`src/rtl/mem_arbiter_pkg.sv`:
```
// mem_arbiter_pkg: state encoding and default widths shared by the memory arbiter and its users.
package mem_arbiter_pkg;

    localparam int ARB_ADDR_W     = 14;
    localparam int ARB_LINE_W     = 64;
    localparam int ARB_STARVE_MAX = 3;

    typedef enum logic [2:0] {
        IDLE = 3'd0,
        I_RD = 3'd1,
        D_WB = 3'd2,
        D_RD = 3'd3,
        FILL = 3'd4
    } arb_state_e;

endpackage

```
`src/rtl/mem_arbiter.sv`:
```
// mem_arbiter: sequences I-cache and D-cache misses onto the single off-chip memory with
// D-over-I priority, dirty-victim writeback ahead of the D fill, and an I starvation guard.
module mem_arbiter
    import mem_arbiter_pkg::*;
#(
    parameter int ADDR_W     = ARB_ADDR_W,
    parameter int LINE_W     = ARB_LINE_W,
    parameter int STARVE_MAX = ARB_STARVE_MAX
) (
    input  logic              clk,
    input  logic              rst_n,
    input  logic              i_miss,
    input  logic [ADDR_W-1:0] i_addr,
    input  logic              d_miss,
    input  logic [ADDR_W-1:0] d_addr,
    input  logic              d_dirty,
    input  logic [ADDR_W-1:0] d_wb_addr,
    input  logic [LINE_W-1:0] d_wb_line,
    output logic              mem_re,
    output logic              mem_we,
    output logic [ADDR_W-1:0] mem_addr,
    output logic [LINE_W-1:0] mem_wdata,
    input  logic [LINE_W-1:0] mem_rdata,
    input  logic              mem_rdy,
    output logic [LINE_W-1:0] fill_line,
    output logic              i_fill_we,
    output logic              d_fill_we,
    output logic              i_rdy,
    output logic              d_rdy
);

    localparam int               CNT_W      = $clog2(STARVE_MAX + 2);
    localparam logic [CNT_W-1:0] STARVE_LIM = CNT_W'(STARVE_MAX);
    localparam logic [CNT_W-1:0] CNT_ONE    = CNT_W'(1);
    localparam logic [CNT_W-1:0] CNT_ZERO   = {CNT_W{1'b0}};

    arb_state_e        state_r, state_s;
    logic              mem_re_r, mem_re_s;
    logic              mem_we_r, mem_we_s;
    logic [ADDR_W-1:0] mem_addr_r, mem_addr_s;
    logic [LINE_W-1:0] mem_wdata_r, mem_wdata_s;
    logic [LINE_W-1:0] fill_line_r, fill_line_s;
    logic              i_fill_we_r, i_fill_we_s;
    logic              d_fill_we_r, d_fill_we_s;
    logic [CNT_W-1:0]  starve_cnt_r, starve_cnt_s;
    logic              grant_d_r, grant_d_s;
    logic [ADDR_W-1:0] d_addr_r, d_addr_s;
    logic              d_win_s;

    // D wins unless an I miss is waiting and D has used up its run of back-to-back grants.
    assign d_win_s = d_miss & (~i_miss | (starve_cnt_r < STARVE_LIM));

    // Next-state, memory request and fill strobe decode.
    always_comb begin
        state_s      = state_r;
        mem_re_s     = mem_re_r;
        mem_we_s     = mem_we_r;
        mem_addr_s   = mem_addr_r;
        mem_wdata_s  = mem_wdata_r;
        fill_line_s  = fill_line_r;
        i_fill_we_s  = 1'b0;
        d_fill_we_s  = 1'b0;
        starve_cnt_s = starve_cnt_r;
        grant_d_s    = grant_d_r;
        d_addr_s     = d_addr_r;
        case (state_r)
            IDLE: begin
                if (d_win_s) begin
                    grant_d_s = 1'b1;
                    d_addr_s  = d_addr;
                    if (i_miss) begin
                        if (starve_cnt_r == STARVE_LIM) begin
                            starve_cnt_s = STARVE_LIM;
                        end else begin
                            starve_cnt_s = starve_cnt_r + CNT_ONE;
                        end
                    end else begin
                        starve_cnt_s = CNT_ZERO;
                    end
                    if (d_dirty) begin
                        state_s     = D_WB;
                        mem_we_s    = 1'b1;
                        mem_addr_s  = d_wb_addr;
                        mem_wdata_s = d_wb_line;
                    end else begin
                        state_s    = D_RD;
                        mem_re_s   = 1'b1;
                        mem_addr_s = d_addr;
                    end
                end else if (i_miss) begin
                    grant_d_s    = 1'b0;
                    starve_cnt_s = CNT_ZERO;
                    state_s      = I_RD;
                    mem_re_s     = 1'b1;
                    mem_addr_s   = i_addr;
                end else begin
                    state_s = IDLE;
                end
            end
            D_WB: begin
                if (mem_rdy) begin
                    state_s    = D_RD;
                    mem_we_s   = 1'b0;
                    mem_re_s   = 1'b1;
                    mem_addr_s = d_addr_r;
                end else begin
                    state_s = D_WB;
                end
            end
            I_RD, D_RD: begin
                if (mem_rdy) begin
                    state_s     = FILL;
                    mem_re_s    = 1'b0;
                    fill_line_s = mem_rdata;
                    i_fill_we_s = ~grant_d_r;
                    d_fill_we_s = grant_d_r;
                end else begin
                    state_s = state_r;
                end
            end
            FILL: begin
                state_s = IDLE;
            end
            default: begin
                state_s  = IDLE;
                mem_re_s = 1'b0;
                mem_we_s = 1'b0;
            end
        endcase
    end

    // State and output registers; reset aborts any transaction without a fill strobe.
    always_ff @(posedge clk or negedge rst_n) begin
        if (!rst_n) begin
            state_r      <= IDLE;
            mem_re_r     <= 1'b0;
            mem_we_r     <= 1'b0;
            mem_addr_r   <= {ADDR_W{1'b0}};
            mem_wdata_r  <= {LINE_W{1'b0}};
            fill_line_r  <= {LINE_W{1'b0}};
            i_fill_we_r  <= 1'b0;
            d_fill_we_r  <= 1'b0;
            starve_cnt_r <= CNT_ZERO;
            grant_d_r    <= 1'b0;
            d_addr_r     <= {ADDR_W{1'b0}};
        end else begin
            state_r      <= state_s;
            mem_re_r     <= mem_re_s;
            mem_we_r     <= mem_we_s;
            mem_addr_r   <= mem_addr_s;
            mem_wdata_r  <= mem_wdata_s;
            fill_line_r  <= fill_line_s;
            i_fill_we_r  <= i_fill_we_s;
            d_fill_we_r  <= d_fill_we_s;
            starve_cnt_r <= starve_cnt_s;
            grant_d_r    <= grant_d_s;
            d_addr_r     <= d_addr_s;
        end
    end

    assign mem_re    = mem_re_r;
    assign mem_we    = mem_we_r;
    assign mem_addr  = mem_addr_r;
    assign mem_wdata = mem_wdata_r;
    assign fill_line = fill_line_r;
    assign i_fill_we = i_fill_we_r;
    assign d_fill_we = d_fill_we_r;
    // The pipeline may proceed in the same cycle the fill lands.
    assign i_rdy     = ~i_miss | i_fill_we_r;
    assign d_rdy     = ~d_miss | d_fill_we_r;

endmodule
```
`config.mk`:
```
export PLATFORM = sky130hd
export DESIGN_NAME = mem_arbiter
export DESIGN_NICKNAME = d
export VERILOG_FILES = /design/src/rtl/mem_arbiter_pkg.sv /design/src/rtl/mem_arbiter.sv
export SDC_FILE = /design/constraint.sdc
export NUM_CORES = 1
export LEC_CHECK = 0
export BUFFER_PORTS_ARGS = -buffer_cell sky130_fd_sc_hd__buf_4
export CELL_PAD_IN_SITES_DETAIL_PLACEMENT = 0
export CELL_PAD_IN_SITES_GLOBAL_PLACEMENT = 2
export CORE_MARGIN = 4
export CORE_UTILIZATION = 30
export CTS_CLUSTER_DIAMETER = 30
export CTS_CLUSTER_SIZE = 28
export DETAILED_ROUTE_END_ITERATION = 8
export PLACE_DENSITY_LB_ADDON = 0.1
export SYNTH_ARGS = -nofsm -noshare
export SYNTH_HDL_FRONTEND = slang
export SYNTH_SLANG_ARGS = --single-unit
```
`constraint.sdc`:
```
create_clock -name clk -period 4.9 [get_ports clk]
set_clock_uncertainty 0.2 [all_clocks]
set_input_delay 0.735 -clock clk [delete_from_list [all_inputs] [get_ports clk]]
set_output_delay 0.735 -clock clk [all_outputs]
set_load 0.005 [all_outputs]
```
**Word level (Yosys, flattened, before mapping)**

Cells that the tools add are included.

- Register bits after elaboration: 167
- Bits of input ports: 176
- Word-level logic and storage cells: 75

- $add $sub $neg: 1
- Order comparisons: 1
- Equal/unequal tests: 11
- Multiplexer cells: 30
- Bitwise gates (word level): 9
- Reduce and logical (&&, ||, !) cells: 12

Operators by type and width:

| cell | count |
|---|---|
| $mux 14 | 4 |
| $pmux 14 s2 | 1 |
| $mux 3 | 6 |
| $mux 1 | 16 |
| $eq 3x2->1 const B | 3 |
| $pmux 3 s3 | 1 |
| $ne 2x2->1 const B | 4 |
| $ne 3x3->1 const B | 2 |
| $reduce_and 2->1 | 3 |
| $reduce_and 3->1 | 2 |
| $not 1->1 | 5 |
| $reduce_and 5->1 | 1 |
| $pmux 1 s4 | 1 |
| $reduce_and 4->1 | 1 |
| $reduce_bool 2->1 | 2 |
| $add 3x1->3 const B | 1 |
| $eq 3x1->1 const B | 1 |
| $eq 3x3->1 const B | 1 |
| $logic_not 3->1 | 1 |
| $lt 3x2->1 const B | 1 |
| $or 1x1->1 | 3 |
| $pmux 1 s3 | 1 |
| $reduce_or 3->1 | 1 |
| $reduce_or 2->1 | 1 |
| $and 1x1->1 | 1 |

**Longest topological paths before layout**

Gate-level depths: netlist of run 1.

- Word-level depth: 5
- Depth in mapped cells: 7

**Least setup slack after synthesis of run 1**

OpenSTA, ideal clock, no wires.

- Kind: input -> register
- Start point: input port i_miss
- End point: register d_addr_r[10]
- Data arrival time: 1920 ps
- Required time: 4572 ps
- Slack: 2652 ps
- Stages on the path: 6
- Buffers on the path: 2
- Cells stage by stage: inv_1 o21ai_2 nand2b_1 buf_4 buf_4 mux2_1

- Longest elaborated chain between the ends: 4

Ends and longest elaborated chain:

| what | RTL line | RTL |
|---|---|---|
| start: declaration | mem_arbiter.sv:12 | `input logic i_miss,` |
| $not 1->1 | mem_arbiter.sv:51 | `assign d_win_s = d_miss & (~i_miss \| (starve_cnt_r < STARVE_LIM));` |
| $or 1x1->1 | mem_arbiter.sv:51 |  |
| $and 1x1->1 | mem_arbiter.sv:51 |  |
| $reduce_and 2->1 (no source line) | - |  |
| end signal: assignment | mem_arbiter.sv:145 | `d_addr_r <= {ADDR_W{1'b0}};` |
| end signal: assignment | mem_arbiter.sv:157 | `d_addr_r <= d_addr_s;` |
| end: declaration | mem_arbiter.sv:47 | `logic [ADDR_W-1:0] d_addr_r, d_addr_s;` |

Every way passes these cells.
A chain may end at the register's enable or synchronous reset.

**Final worst setup path of run 1**

- Start point: register state_r[2]
- End point: register d_fill_we_r, in the netlist d_fill_we

- Longest elaborated chain between the ends: 3

Ends and longest elaborated chain:

| what | RTL line | RTL |
|---|---|---|
| start: declaration | mem_arbiter.sv:37 | `arb_state_e state_r, state_s;` |
| start signal: assignment | mem_arbiter.sv:147 | `state_r <= state_s;` |
| $eq 3x1->1 / $eq 3x2->1 (equally long branches) | mem_arbiter.sv:66 | `case (state_r)` |
| $reduce_or 2->1 (*) | mem_arbiter.sv:66 |  |
| $mux 1 (*) | mem_arbiter.sv:66 |  |
| named net d_fill_we_s | mem_arbiter.sv:44 | `logic d_fill_we_r, d_fill_we_s;` |
| end signal: assignment | mem_arbiter.sv:154 | `d_fill_we_r <= d_fill_we_s;` |
| end: declaration | mem_arbiter.sv:44 |  |

Mark *: on every way through the listed nets, which the timed path passes. The rest lies on a longest branch.

==> metrics, run 1 <==
Slew HR 0.227; GRT overflow 0; WL met3 1920 um; Setup TNS Final 0 ps; type of origin of the critical path register; router iterations before antenna repair 4; EDFF count, synth 0; Worst Setup Path Type reg -> reg; Yosys warnings 0; crit path to d_fill_we$_DFF_PN0_; maximum clock frequency 381 MHz; CTS max path bufs 2; arrival time worst endpoint 2720 ps; synthesized area 6930 sq um; Routed met2 length 10500 um; most common cell in the synthesized netlist nand2_1; Worst VDD drop 229 uV; CTS buffer count 17; global-route wire length before repair 32800 um; critical path's slowest cell inv_2; Buffers on Ports 323; Synth Instances 586; clock root cell clkbuf_16; All-Layer GR Usage 0.163; Synth cell types 35; CP startpoint state_r[2]$_DFFE_PN0P_; met1 wire length 8340 um; Starting Density 0.305; setup violators final 0; core area 22700 sq um; Flop pwr share 0.398; area grow syn2layout 46.7%; syn_nets 763; final wirelength 21200 um; Net Sw Power 2.00 mW; combinational group share of total power 0.394; pre-CTS WS 1950 ps; placed cell count 1169; Yosys reg bits 167; largest net degree at the start of global routing 87; Finished Layout Cells 1201; worst-margin pin slew 1160 ps; crit-path cells nand3b_1, buf_4, inv_2, and2_1; WL/cell 17.6 um; Slew Limit Fails 0; status complete, no violations; DIE HEIGHT 160 um; Tmin final 2620 ps; Crit Path Max Fanout 66; layout cells sized above 1 0.495; period utilization 0.536; post-synthesis sequential area ratio 0.603; H-Tree Depth 4; Int Power 4.13 mW; top cell type's share of synthesized area 0.603; Worst Setup End Kind register; Vias/cell 4.49; final setup margin 2280 ps; top_reg_cell synth dfrtp_1; # hold bufs at CTS 0; leakage 5.36 nW; Syn Area/Cell 11.8 sq um; worst r2r dst d_fill_we$_DFF_PN0_; I/O pins 324; dominant cell type by area after synthesis dfrtp_1; Hold WC Path Type in -> async; Vias 5388; R2R Path Start state_r[2]$_DFFE_PN0P_; Clk network pwr share 0.208; pwr dens 603 nW/um^2; top cells by count, synth 213 x nand2_1, 167 x dfrtp_1, 45 x mux2_2; Top Layer Used met4; WP data required 5000 ps; worst skew pair latency 420 ps; synth top area cells dfrtp_1 60%, nand2_1 12%, mux2_4 8.7%; DRC viols 0; FP Rows 55; Synth async-reset ratio 1.00; Crit path largest cell delay 650 ps; hpwl dp 15400 um; clock slew at reported path FFs 70 ps; r2r setup slk 2280 ps; CTS resizes 0; vias in the first global route 5785; DR iter-0 viols 268; RSZ-0062 raised after global routing false; Nets 1080; antenna viol nets, final 0; Power Total 6.13 mW; Sw Share 0.327; initial antenna violation count 0; # Post-CTS Setup Buffers 0; # diodes 0; Die W 160 um; die area 25600 sq um; final hold violation count 0; fill count 2125; max cap viols 0; RD Place Congestion 0.778; CTS tree built; Sink Count 167; path depth of the worst reg2reg path 4
-- cell families after synthesis --
kind of cell	Yosys count	share of synthesized area
AOI/OAI and AO/OA	31	0.0332
adders and majority gates	1	0.00181
buffers and inverters	39	0.0293
DFF	167	0.603
muxes	107	0.193
and+or+nand+nor	241	0.140
-- stage by stage --
step	instance area (sq um)	hold WS, ps	util
finish	10200	117	0.448
global route	10200	166	0.448
global placement	9610	260	0.423
floorplan	6930	217	-
CTS	10200	183	0.448
detailed placement	9610	244	0.423
-- power by group through the flow --
stage	clock network (mW)	registers [mW]	logic (mW)
finish	1.27	2.44	2.41
global route	1.38	2.53	2.65
CTS	1.32	2.45	2.47
detailed placement	0	2.45	2.47
global placement	0	2.45	2.42
floorplan	0	2.43	1.08
-- how the worst min path moves through the flow --
| stage | end | cells past startpoint | startpoint |
|---|---|---|---|
| after floorplan | i_fill_we$_DFF_PN0_ | 1 | grant_d_r$_DFFE_PN0P_ |
| after global placement | fill_line[52]$_DFFE_PN0P_ | 2 | fill_line[52]$_DFFE_PN0P_ |
| after detailed placement | i_fill_we$_DFF_PN0_ | 1 | grant_d_r$_DFFE_PN0P_ |
| after CTS | mem_addr[0]$_DFFE_PN0P_ | 1 | rst_n |
| after global routing | mem_addr[0]$_DFFE_PN0P_ | 1 | rst_n |
| final | mem_addr[0]$_DFFE_PN0P_ | 1 | rst_n |
-- worst max-delay path: cells and delay by family, from the launching register on --
kind,cells,cell delay [ps]
simple gates,2,540
flops,1,530
buf+inv,2,1230
-- routing by layer --
metal	vias to the layer above	track usage
li1	2562	-
met3	26	0.0761
met4	0	0.0469
met5	-	0
met2	195	0.275
met1	2605	0.184
-- state kept, by name, summed over array words and instances (netlist names) --
name and flops:
starve_cnt_r 3, mem_wdata 64, i_fill_we 1, mem_we 1, d_fill_we 1, mem_re 1
fill_line 64, state_r 3, grant_d_r 1, mem_addr 14, d_addr_r 14
-- layout make-up --
type                       instances  area, sq um  share of cell area
clock buffer                      19          443              0.0436
inverter                           7         26.3             0.00258
multi-input combinational        380         2560               0.252
sequential                       167         4180               0.411
timing repair buffer             330         2490               0.245
clock inverter                    13          111              0.0110
tap                              285          357              0.0351
-- layout by cell type, fill, tap and decap left out, drive strengths merged, types with 2 or more instances in the layout --
cell,synthesis,layout
nor2b,3,3
nor2,3,3
o211ai,14,14
nand2b,3,3
buf,20,330
dfrtp,167,167
mux2,93,93
clkinv,0,5
o21ai,2,2
nand3,14,14
mux2i,14,14
inv,7,14
o22ai,3,3
nand2,213,213
clkbuf,12,19
a21oi,5,5
Power figures use the tool's default switching activity.
==> run 2, diff against run 1 <==
- CORE_UTILIZATION: 30 -> 28
- clock period: 4.9 -> 2.6 ns (I/O delays scaled with it)
==> metrics, run 2 (synthesis gave the netlist of run 1 again) <==
Vias/cell 4.30 (-4.1%); Starting Density 0.285 (-0.0202); largest net degree at the start of global routing 65 (-25%); RSZ-0062 raised after global routing false; DR iter-0 viols 216 (-19%); Nets 1230 (+14%); final hold violation count 0 (unchanged); fill count 2202 (+3.6%); FP Rows 57 (+3.6%); Int Power 8.11 mW (+96%); Crit path largest cell delay 490 ps (-160 ps); Sink Count 167 (unchanged); Worst Setup End Kind register; H-Tree Depth 4 (unchanged); pwr dens 1010 nW/um^2 (+68%); Net Sw Power 3.82 mW (+91%); antenna viol nets, final 0 (unchanged); CTS max path bufs 2 (unchanged); CP top delay family flip-flops; worst-margin pin slew 592 ps (-569 ps); Power Total 11.9 mW (+95%); crit-path cells nor3_4, o2111ai_4, buf_4, mux2_4; WL/cell 16.0 um (-9.5%); vias in the first global route 6401 (+11%); Die W 165 um (+3.3%); combinational group share of total power 0.401 (+0.007); clock root cell clkbuf_16; worst hold path cell count 2; Routed met2 length 11100 um (+5.2%); register area 4180 sq um (unchanged); global-route wire length before repair 33800 um (+2.8%); type of origin of the critical path register; Design Area, Final 11800 sq um (+16%); placed cell count 1217 (+4.1%); worst skew pair latency 410 ps (about the same); CTS resizes 0 (unchanged); Top Layer Used met4; arrival time worst endpoint 2150 ps (-570 ps); most frequent cells in the layout 334 x buf_4, 213 x nand2_1, 167 x dfrtp_1, 141 x dlygate4sd3_1, 45 x mux2_2; pre-CTS WS 524 ps (-1420 ps); Sw Share 0.320 (-0.00618); Hold EP d_addr_r[13]$_DFFE_PN0P_; layout cells sized above 1 0.434 (-0.0602); Hold WC Path Type in -> reg; r2r setup slk 550 ps (-1720 ps); worst r2r dst mem_wdata[48]$_DFFE_PN0P_; hpwl dp 15500 um (+0.90%); Slew Limit Fails 0 (unchanged); I/O pins 324 (unchanged); R2R Path Start state_r[0]$_DFFE_PN0P_; leakage 6.02 nW (+12%); DIE HEIGHT 165 um (+3.3%); min-delay src d_addr[13]; Finished Layout Cells 1390 (+16%); Stages on worst setup path 4 (unchanged); core area 24300 sq um (+7.1%); # diodes 0 (unchanged); RD Place Congestion 0.754 (-3.0%); WL met3 2010 um (+5.0%); clock slew at reported path FFs 70 ps (about the same); period utilization 0.787 (+0.251); Setup TNS Final 0 ps (unchanged); area of the multi-input gates 2560 sq um (unchanged); WP data required 2710 ps (-2290 ps); final setup margin 554 ps (-1720 ps); die area 27300 sq um (+6.8%); Placed Area 9770 sq um (+1.6%); crit path buf inv count 1 (-1); Worst VDD drop 390 uV (+70%); setup violators final 0 (unchanged); Crit Path Max Fanout 30 (-55%); maximum clock frequency 489 MHz (+28%); path depth of the worst reg2reg path 4 (unchanged); Worst Setup Path Type reg -> reg; status complete, no violations; Vias 5981 (+11%); Flop pwr share 0.386 (-0.012); Min Hold Slack 30.2 ps (-86.4 ps); DRC viols 0 (unchanged); critical path's slowest cell dfrtp_1; Clk network pwr share 0.212 (+0.004); initial antenna violation count 0 (unchanged); max cap viols 0 (unchanged); final wirelength 22200 um (+4.7%); CTS buffer count 17 (unchanged); Slew HR 0.606 (+0.379); router iterations before antenna repair 4 (unchanged); area grow syn2layout 69.8%; utilization after layout 0.484 (+0.0360); CTS tree built; Buffers on Ports 323 (unchanged); met1 wire length 8750 um (+4.9%); All-Layer GR Usage 0.157 (-0.00527); Tmin final 2050 ps (-578 ps); most common cell after layout, fill and taps aside buf_4; GRT overflow 0 (unchanged)
run 2: cell types whose count changed in the layout (fill, tap and decap cells not counted), sizes merged:
cell / previous run / this run
dlygate4sd3: 0 / 141
buf: 330 / 339
bufinv: 0 / 1
clkinvlp: 1 / 0
run 2: how the worst max path moves through the flow:
stage	start	endpoint	slack, ps
3_3_place_gp	i_miss	mem_wdata[18]$_DFFE_PN0P_	560
2_1_floorplan	i_miss	d_addr_r[10]$_DFFE_PN0P_	700
3_5_place_dp	i_miss	mem_wdata[18]$_DFFE_PN0P_	520
4_1_cts	state_r[0]$_DFFE_PN0P_	mem_wdata[43]$_DFFE_PN0P_	550
5_1_grt	state_r[0]$_DFFE_PN0P_	mem_wdata[48]$_DFFE_PN0P_	450
6_report	state_r[0]$_DFFE_PN0P_	mem_wdata[48]$_DFFE_PN0P_	550
run 2: per-layer routing:
layer	vias to the layer above	global-route usage
li1	2867	-
met1	2886	0.186
met2	207	0.264
met3	21	0.0645
met4	0	0.0439
met5	-	0
run 2: what timing repair did:
action,4_1_cts,5_1_grt
buffers inserted,0,0
hold endpoints to repair,175,2
hold buffers,139,2
run 2: power groups by stage:
stage | logic, mW | registers, mW | clock network (mW)
after floorplan | 2.04 | 4.59 | 0
after global placement | 4.64 | 4.60 | 0
after detailed placement | 4.72 | 4.61 | 0
after CTS | 4.89 | 4.61 | 2.62
after global routing | 5.28 | 4.77 | 2.72
final | 4.79 | 4.61 | 2.53
run 2: area by class of cell:
cell class / count / area share
clock buffer: 19 / 0.0385
timing repair buffer: 480 / 0.341
tap: 324 / 0.0345
multi-input combinational: 380 / 0.217
inverter: 7 / 0.00223
sequential: 167 / 0.355
clock inverter: 13 / 0.0113
==> run 3, diff against run 2 <==
- ABC_AREA: not set -> 1
- CORE_UTILIZATION: 28 -> 26
- clock period: 2.6 -> 1.9 ns (I/O delays scaled with it)
==> metrics, run 3 <==
arrival time worst endpoint 1270 ps (-880 ps); Buffers on Ports 323 (unchanged); Hold WC Path Type in -> reg; antenna viol nets, final 0 (unchanged); Starting Density 0.265 (-0.0203); Net Sw Power 5.64 mW (+48%); CTS tree built; dominant cell type by area after synthesis dfrtp_1; I/O pins 324 (unchanged); Synth cell types 23 (-34%); final wirelength 24600 um (+11%); Vias 6907 (+15%); initial antenna violation count 0 (unchanged); pwr dens 1310 nW/um^2 (+29%); syn_nets 1027 (+35%); max cap viols 0 (unchanged); worst r2r dst mem_wdata[56]$_DFFE_PN0P_; clock root cell clkbuf_16; All-Layer GR Usage 0.160 (+0.00264); CTS max path bufs 2 (unchanged); Syn Area/Cell 8.41 sq um (-29%); Vias/cell 4.11 (-4.6%); Yosys reg bits 167 (unchanged); vias in the first global route 7190 (+12%); status complete, no violations; synth top area cells dfrtp_1 58%, nand2_1 22%, inv_1 3.9%; top cell type's share of synthesized area 0.584 (-0.0188); DIE HEIGHT 174 um (+5.2%); final hold violation count 0 (unchanged); type of origin of the critical path register; core area 27000 sq um (+11%); Tmin final 1760 ps; Yosys warnings 0 (unchanged); Hold EP state_r[0]$_DFFE_PN0P_; Worst Setup Path Type reg -> out; area of the multi-input gates 2410 sq um (-5.6%); DR iter-0 viols 372 (+72%); EDFF count, synth 0 (unchanged); setup violators final 0 (unchanged); clock slew at reported path FFs 70 ps (about the same); worst hold path cell count 4 (+2); pre-CTS WS 102 ps (-422 ps); R2R Path Start state_r[0]$_DFFE_PN0P_; path depth of the worst reg2reg path 7 (+3); RD Place Congestion 0.724 (-4.0%); Int Power 10.3 mW (+26%); fill count 2793 (+27%); hpwl dp 17000 um (+9.3%); register area 4180 sq um (unchanged); FP Rows 60 (+5.3%); Placed Area 9990 sq um (+2.3%); largest net degree at the start of global routing 73 (+12%); most frequent cells in the layout 418 x nand2_1, 334 x buf_4, 167 x dfrtp_1, 157 x dlygate4sd3_1, 74 x inv_1; Slew Limit Fails 0 (unchanged); r2r setup slk 150 ps (-400 ps); GRT overflow 0 (unchanged); WL/cell 14.6 um (-8.4%); # diodes 0 (unchanged); synthesized area 7150 sq um (+3.2%); Design Area, Final 12100 sq um (+3.1%); Sw Share 0.355 (+0.0347); most common cell in the synthesized netlist nand2_1; RSZ-0062 raised after global routing false; area grow syn2layout 69.5%; global-route wire length before repair 39000 um (+16%); Sink Count 167 (unchanged); min-delay src mem_rdy; WP data required 1410 ps (-1300 ps); layout cells sized above 1 0.308 (-0.126); Setup TNS Final 0 ps (unchanged); Die W 174 um (+5.2%); worst-margin pin slew 644 ps (+52.1 ps); Nets 1505 (+22%); CTS resizes 0 (unchanged); period utilization 0.926; Flop pwr share 0.383 (-0.003); most common cell after layout, fill and taps aside nand2_1; worst skew pair latency 420 ps (about the same); Crit Path Max Fanout 2 (-93%); Slew HR 0.570 (-0.0358); Clk network pwr share 0.213 (about the same); maximum clock frequency 568 MHz; router iterations before antenna repair 4 (unchanged); DRC viols 0 (unchanged); leakage 6.65 nW (+10%); top_reg_cell synth dfrtp_1; H-Tree Depth 4 (unchanged); die area 30200 sq um (+11%); Synth Instances 850 (+45%); top cells by count, synth 419 x nand2_1, 167 x dfrtp_1, 74 x inv_1; # Post-CTS Setup Buffers 0 (unchanged); final setup margin 140 ps (-414 ps); Synth async-reset ratio 1.00 (unchanged); CTS buffer count 17 (unchanged); combinational group share of total power 0.405 (+0.004); post-synthesis sequential area ratio 0.584 (-0.0188); Worst VDD drop 642 uV (+65%); Worst Setup End Kind primary output
run 3: cell types whose count changed after synthesis, sizes merged, moves of 4 or more:
| cell | change |
|---|---|
| nand3 | +19 |
| nor2 | +37 |
| mux2 | -93 |
| inv | +70 |
| nand2 | +209 |
| o211ai | -13 |
| buf | +13 |
| clkbuf | -4 |
| mux2i | -14 |
| o21ai | +63 |
run 3: worst max path at each step:
stage                     slack (ps)  depth (start not counted)                   start                        end
after floorplan                  340                          8  state_r[0]$_DFFE_PN0P_  mem_wdata[10]$_DFFE_PN0P_
after global placement           160                          7  state_r[0]$_DFFE_PN0P_   mem_wdata[2]$_DFFE_PN0P_
after detailed placement         100                          7                  i_miss    mem_addr[4]$_DFFE_PN0P_
after CTS                        120                          2     i_fill_we$_DFF_PN0_                      i_rdy
after global routing              10                          7  state_r[0]$_DFFE_PN0P_   mem_wdata[8]$_DFFE_PN0P_
final                            140                          2     i_fill_we$_DFF_PN0_                      i_rdy
run 3: power by group through the flow:
stage	clock [mW]	combinational, mW	sequential [mW]
floorplan	0	2.76	6.18
global placement	0	6.33	6.11
detailed placement	0	6.35	6.12
CTS	3.52	6.62	6.09
global route	3.68	7.23	6.28
finish	3.38	6.43	6.08
run 3: cell families after synthesis:
family / share of synthesized area
adders and majority gates: 0.00175
AOI/OAI and AO/OA: 0.0611
DFF: 0.584
and+or+nand+nor: 0.273
buffers and inverters: 0.0794
run 3: worst max-delay path, cell delays in order, from the launching register on:
cell     delay [ps]
dfrtp_1         410
or2_2           310
buf_4           140
run 3: cell type report:
| cell class | count | area share |
|---|---|---|
| sequential | 167 | 0.345 |
| inverter | 77 | 0.0238 |
| timing repair buffer | 500 | 0.351 |
| multi-input combinational | 565 | 0.199 |
| clock buffer | 19 | 0.0357 |
| tap | 341 | 0.0352 |
| clock inverter | 13 | 0.0109 |
run 3: per-stage QoR:
stage	util	instances	total power, mW	hold WS [ps]
detailed placement	0.370	1493	12.5	101
floorplan	-	850	8.93	-211
CTS	0.449	1682	16.2	41.1
global route	0.449	1682	17.2	63.0
finish	0.449	1682	15.9	53.6
global placement	0.370	1493	12.4	93.4
run 3: timing repair:
| action | 4_1_cts | 5_1_grt |
|---|---|---|
| setup endpoints to repair | 0 | 0 |
| hold endpoints to repair | 194 | 0 |
| hold buffers | 157 | 0 |
run 3: routing by layer:
metal	global-route usage	vias to the layer above	share of wire
met2	0.264	203	0.47
met4	0.0419	0	0.017
met5	0	-	0
met3	0.0528	25	0.066
met1	0.203	3153	0.44
li1	-	3526	-
